<file path="src/rtl/power_probe_pkg.sv">
// Shared definitions for the power-rewrite toggle probe.
//   probe_state_e : FILL/SNAP window FSM encoding
//   popcount      : counts set bits among the low 'lanes' bits of a 64-bit vector
//   sat_add       : adds a popcount to a w-bit accumulator, clamping at 2^w-1
package power_probe_pkg;

  typedef enum logic [0:0] {
    FILL = 1'b0,
    SNAP = 1'b1
  } probe_state_e;

  localparam int unsigned MAX_LANES = 64;

  function automatic logic [6:0] popcount(input logic [MAX_LANES-1:0] v,
                                          input int unsigned          lanes);
    logic [6:0] n;
    n = '0;
    for (int unsigned i = 0; i < MAX_LANES; i++) begin
      if (i < lanes && v[i]) n = n + 7'd1;
    end
    return n;
  endfunction

  // Sum is formed one bit wider than the accumulator so a carry past the
  // limit is seen instead of wrapping.
  function automatic logic [63:0] sat_add(input logic [63:0] acc,
                                          input logic [6:0]  inc,
                                          input int unsigned w);
    logic [64:0] sum;
    logic [64:0] lim;
    sum = {1'b0, acc} + {58'd0, inc};
    lim = {1'b0, {64{1'b1}}} >> (64 - w);
    return (sum > lim) ? lim[63:0] : sum[63:0];
  endfunction

endpackage

</file>
<file path="src/rtl/sub_toggle_lane.sv">
// One combinational bit-slice of the 4-input power-rewrite sub-circuit.
//   i_a..i_d : slice inputs
//   o_t      : internal node t = ~a & d
//   o_q      : internal node q = ~b & (a | c)
//   o_y      : output node   y = c ^ t ^ q
module sub_toggle_lane (
  input  logic i_a,
  input  logic i_b,
  input  logic i_c,
  input  logic i_d,
  output logic o_y,
  output logic o_t,
  output logic o_q
);

  always_comb begin
    o_t = ~i_a & i_d;
    o_q = ~i_b & (i_a | i_c);
    o_y = i_c ^ o_t ^ o_q;
  end

endmodule

</file>
<file path="src/rtl/sub_toggle_probe.sv">
// Registered multi-lane evaluator with windowed switching-activity report.
//   clk, rst (sync, active-high)
//   in_valid, in_a..in_d      : sample strobe and per-lane inputs
//   out_valid, out_y          : registered strobe and per-lane result
//   rpt_valid / rpt_ready     : report handshake
//   rpt_tog_y/_t/_q           : per-node toggle counts of the last window
//   rpt_overrun               : sticky, window ended while a report was held
module sub_toggle_probe
  import power_probe_pkg::*;
#(
  parameter int unsigned LANES  = 8,
  parameter int unsigned CNT_W  = 16,
  parameter int unsigned WINDOW = 256
) (
  input  logic             clk,
  input  logic             rst,
  input  logic             in_valid,
  input  logic [LANES-1:0] in_a,
  input  logic [LANES-1:0] in_b,
  input  logic [LANES-1:0] in_c,
  input  logic [LANES-1:0] in_d,
  output logic             out_valid,
  output logic [LANES-1:0] out_y,
  output logic             rpt_valid,
  input  logic             rpt_ready,
  output logic [CNT_W-1:0] rpt_tog_y,
  output logic [CNT_W-1:0] rpt_tog_t,
  output logic [CNT_W-1:0] rpt_tog_q,
  output logic             rpt_overrun
);

  localparam int unsigned SMP_W = $clog2(WINDOW);
  localparam logic [SMP_W-1:0] SMP_LAST = SMP_W'(WINDOW - 1);

  logic [LANES-1:0] w_y, w_t, w_q;
  logic [LANES-1:0] r_t, r_q;
  logic [63:0]      w_xy, w_xt, w_xq;
  logic [6:0]       w_dy, w_dt, w_dq;
  logic             w_pending;

  probe_state_e     r_state;
  logic [SMP_W-1:0] r_smp;
  logic             r_base;
  logic [CNT_W-1:0] r_acc_y, r_acc_t, r_acc_q;

  for (genvar g = 0; g < LANES; g++) begin : g_lane
    sub_toggle_lane u_lane (
      .i_a (in_a[g]),
      .i_b (in_b[g]),
      .i_c (in_c[g]),
      .i_d (in_d[g]),
      .o_y (w_y[g]),
      .o_t (w_t[g]),
      .o_q (w_q[g])
    );
  end

  always_comb begin
    w_xy = '0;
    w_xt = '0;
    w_xq = '0;
    w_xy[LANES-1:0] = w_y ^ out_y;
    w_xt[LANES-1:0] = w_t ^ r_t;
    w_xq[LANES-1:0] = w_q ^ r_q;
    w_dy = r_base ? 7'd0 : popcount(w_xy, LANES);
    w_dt = r_base ? 7'd0 : popcount(w_xt, LANES);
    w_dq = r_base ? 7'd0 : popcount(w_xq, LANES);
    // A report being accepted in the snapshot cycle frees the slot.
    w_pending = rpt_valid & ~rpt_ready;
  end

  always_ff @(posedge clk) begin
    if (rst) begin
      out_valid   <= 1'b0;
      out_y       <= '0;
      r_t         <= '0;
      r_q         <= '0;
      r_state     <= FILL;
      r_smp       <= '0;
      r_base      <= 1'b1;
      r_acc_y     <= '0;
      r_acc_t     <= '0;
      r_acc_q     <= '0;
      rpt_valid   <= 1'b0;
      rpt_tog_y   <= '0;
      rpt_tog_t   <= '0;
      rpt_tog_q   <= '0;
      rpt_overrun <= 1'b0;
    end else begin
      out_valid <= in_valid;
      if (in_valid) begin
        out_y <= w_y;
        r_t   <= w_t;
        r_q   <= w_q;
      end

      case (r_state)
        FILL: begin
          if (in_valid) begin
            r_acc_y <= CNT_W'(sat_add(64'(r_acc_y), w_dy, CNT_W));
            r_acc_t <= CNT_W'(sat_add(64'(r_acc_t), w_dt, CNT_W));
            r_acc_q <= CNT_W'(sat_add(64'(r_acc_q), w_dq, CNT_W));
            r_base  <= 1'b0;
            if (r_smp == SMP_LAST) begin
              r_state <= SNAP;
              r_smp   <= '0;
            end else begin
              r_smp <= r_smp + SMP_W'(1);
            end
          end
        end
        SNAP: begin
          // A sample landing here is the new window's baseline: it loads the
          // previous-value registers above but adds nothing.
          r_acc_y <= '0;
          r_acc_t <= '0;
          r_acc_q <= '0;
          r_base  <= ~in_valid;
          r_smp   <= in_valid ? SMP_W'(1) : '0;
          r_state <= FILL;
        end
        default: r_state <= FILL;
      endcase

      if (r_state == SNAP && !w_pending) begin
        rpt_valid <= 1'b1;
        rpt_tog_y <= r_acc_y;
        rpt_tog_t <= r_acc_t;
        rpt_tog_q <= r_acc_q;
      end else if (rpt_valid && rpt_ready) begin
        rpt_valid <= 1'b0;
      end

      if (r_state == SNAP && w_pending) rpt_overrun <= 1'b1;
    end
  end

endmodule

</file>
<file path="config.mk">
export PLATFORM = sky130hd
export DESIGN_NAME = sub_toggle_probe
export DESIGN_NICKNAME = d
export VERILOG_FILES = /design/src/rtl/power_probe_pkg.sv /design/src/rtl/sub_toggle_lane.sv /design/src/rtl/sub_toggle_probe.sv
export SDC_FILE = /design/constraint.sdc
export NUM_CORES = 1
export LEC_CHECK = 0
export ABC_AREA = 1
export CORE_MARGIN = 3
export CORE_UTILIZATION = 50
export CTS_CLUSTER_DIAMETER = 40
export CTS_CLUSTER_SIZE = 24
export DETAILED_ROUTE_END_ITERATION = 10
export DONT_BUFFER_PORTS = 1
export PLACE_DENSITY = 0.76
export SYNTH_ARGS = -nofsm -noshare
export SYNTH_HDL_FRONTEND = slang
export SYNTH_HIERARCHICAL = 1
export SYNTH_SLANG_ARGS = --single-unit
</file>
<file path="constraint.sdc">
create_clock -name clk -period 8.2 [get_ports clk]
set_input_delay 1.23 -clock clk [delete_from_list [all_inputs] [get_ports clk]]
set_output_delay 1.23 -clock clk [all_outputs]
set_load 0.03 [all_outputs]
</file>
==> results_dict.tcl <==
set metrics [dict create \
    hp-class "register to register" \
    grt_max_degree 61 \
    hold_end "r_acc_t[12]$_SDFFE_PP0P_" \
    fin_tns_setup_ns 0 \
    ys.flop_type "dfxtp_1" \
    ios 95 \
    slew_violations 0 \
    r2r-start "out_y[1]$_SDFFE_PP0P_" \
    status "finished, final reports clean" \
    p_int_uw 1420 \
    p_sw_frac 0.3255 \
    grt.met1_usage 0.2664 \
    critPathMaxFanout 15 \
    antenna_found_initial 0 \
    synth_area_leaders "dfxtp_1 30%, nand2_1 16%, nor2_1 6.8%" \
    yosysSeqAreaShare 0.2995 \
    irDropWorstVdd_v 0.0001724 \
    synth_area_um2 8889 \
    pwr-share-comb 0.251 \
    cts_setup_buffers 0 \
    period_share 0.8012 \
    synth_edf_count 0 \
    nets 1476 \
    num_vias 8572 \
    routed_wl_mm 20.77 \
    post-route-min-period_ns 6.570 \
    grt.busiest_layer "met2" \
    finalSetupViolCount 0 \
    leakage_uw 0.004630 \
    slowest_stage "fa_1" \
    die_h_um 139.3 \
    cts_buffers 17 \
    clk_pin_slew_ns 0.06 \
    rsz0062_at_grt "false" \
    diodes 0 \
    synth_top_area_cell "dfxtp_1" \
    die_width_um 139.3 \
    arrival_ns 6.88 \
    drtPass1Iterations 6 \
    ant_nets 0 \
    fin_area_um2 9731 \
    clk_path_buf_depth 2 \
    p_switching_uw 685.5 \
    die-area_um2 19410 \
    crit_path_frequent_cell "nand2_1" \
    netlist.area_leader.share 0.2995 \
    max_freq_mhz 152.2 \
    coreArea_um2 17360 \
    yosysMostFrequentCell "nand2_1" \
    cpPeakStageDelay_ns 0.41 \
    worstSkewPairLatency_ns 0.43 \
    ys_seq_elements 133 \
    ys_warn_count 6 \
    viasPerCell 5.252 \
    drc 0 \
    overflow 0 \
    worst_clock_skew_ns 0.01017 \
    end_kind "register" \
    r2r_end "r_acc_y[14]$_SDFFE_PP0P_" \
    holdPathStages 2 \
    async_flop_share 0 \
    place_area_um2 9055 \
    seqPwrFrac 0.332 \
    syn_inst 1406 \
    port_buffers 0 \
    required_ns 8.51 \
    p_per_area_nw_per_um2 216.4 \
    worst_pin_slew_ns 0.6178 \
    min_from "r_acc_t[12]$_SDFFE_PP0P_" \
    synth_cell_types 48 \
    grt_usage 0.2157 \
    cts.sinks 133 \
    syn_to_final_growth_pct 9.474 \
    start_util 0.5121 \
    maxCapViolCount 0 \
    hpwl_mm 14.94 \
    clkPwrFrac 0.417 \
    cts.repair.resized 0 \
    grt_use_met2 0.3850 \
    gp_congestion 0.8411 \
    cts_tree "built" \
    grt_pass1_vias 7970 \
    r2r_cells 35 \
    h-tree-depth 4 \
    hold_viol 0 \
    clockRootBuffer "clkbuf_16" \
    grt_use_met3 0.03883 \
    start_kind "input pin" \
    crit_type "input pin to register" \
    synth_common_cells "381 x nand2_1, 161 x nor2_1, 160 x inv_1" \
    synth_area_per_cell_um2 6.322 \
    grt_pass1_wl_mm 35.67 \
    drt_iter0_markers 587 \
    wl_per_cell_um 12.73 \
    regToRegSetupSlack_ns 2.25 \
    rows 48 \
    relSlewSlack 0.5856 \
    ctsHoldBuffers 0 \
    drive_gt1_frac 0.09737 \
]
## cells by family (layout without fill, tap and decap cells)
kind of cell / after synthesis / in the layout / share of synthesized area
fa+ha+maj: 46 / 46 / 0.06729
compound gates: 241 / 241 / 0.1419
other cells: 1 / 6 / 0.0004219
simple gates: 747 / 747 / 0.3712
flops: 133 / 133 / 0.2995
xor+xnor: 27 / 27 / 0.02745
buf+inv: 211 / 207 / 0.09220
## cell usage in the layout, fill, tap and decap left out, types with 7 or more instances in the layout
cell type	n
nand2_1	381
inv_1	160
nor2_1	159
dfxtp_1	133
o21ai_0	108
a21oi_1	104
nand3_1	73
ha_1	43
nand2_2	38
nor2_2	23
clkbuf_16	17
nor3_1	15
nand3_2	13
xor2_1	13
xnor2_1	13
or2_2	10
nand4_1	9
or2_1	8
inv_2	7
## power groups by stage
stage               sequential (uW)  clock, uW  combinational, uW
floorplan                       705          0                444
global placement                713          0                502
detailed placement              714          0                524
CTS                             699        888                528
global route                    702        919                622
finish                          699        879                528
## worst max-delay path by stage
stage,from,end,cells after the start
floorplan,in_a[1],r_acc_y[15]$_SDFFE_PP0P_,41
global placement,in_a[1],r_acc_y[14]$_SDFFE_PP0P_,40
detailed placement,in_a[1],r_acc_y[14]$_SDFFE_PP0P_,40
CTS,in_a[1],r_acc_y[14]$_SDFFE_PP0P_,40
global route,in_a[1],r_acc_y[9]$_SDFFE_PP0P_,42
finish,in_a[1],r_acc_y[14]$_SDFFE_PP0P_,40
## area by class of cell
cell class	instances	area, um^2
fill	1652	7626
multi-input combinational	1067	5435
sequential	133	2663
inverter	170	638.1
clock buffer	18	439.2
tap	225	281.5
clock inverter	14	236.5
timing repair buffer	5	37.54
## per-stage QoR
stage	power (uW)	std cells	utilization	hold slack, ns	worst slack, ns
floorplan	1149	1411	-	0.4376	1.786
global placement	1215	1600	0.5217	0.4482	1.423
detailed placement	1238	1600	0.5217	0.4551	1.203
CTS	2116	1632	0.5606	0.4646	1.631
global route	2243	1632	0.5606	0.4769	1.062
finish	2106	1632	0.5606	0.4671	1.630
## state kept, by name, indices dropped and copies added, names as in the netlist
| signal | count |
|---|---|
| rpt_tog_q | 16 |
| out_y | 8 |
| r_state | 1 |
| r_base | 1 |
| rpt_tog_y | 16 |
| r_acc_t | 16 |
| r_acc_q | 16 |
| r_q | 8 |
| out_valid | 1 |
| rpt_tog_t | 16 |
| r_t | 8 |
| rpt_overrun | 1 |
| r_smp | 8 |
| r_acc_y | 16 |
| rpt_valid | 1 |
## metal layers
metal  share of wire  up-vias
met2            0.49      132
met3           0.040       22
met4           0.012        0
met5               0        -
met1            0.45     3949
li1                -     4469
## worst max-delay path, delay by kind of cell
kind / cells / cell delay (ns)
AOI/OAI and AO/OA: 5 / 0.62
adders and majority gates: 6 / 1.88
buffers and inverters: 5 / 0.37
and+or+nand+nor: 24 / 2.79
No activity file was read; power rests on OpenSTA's default activity.
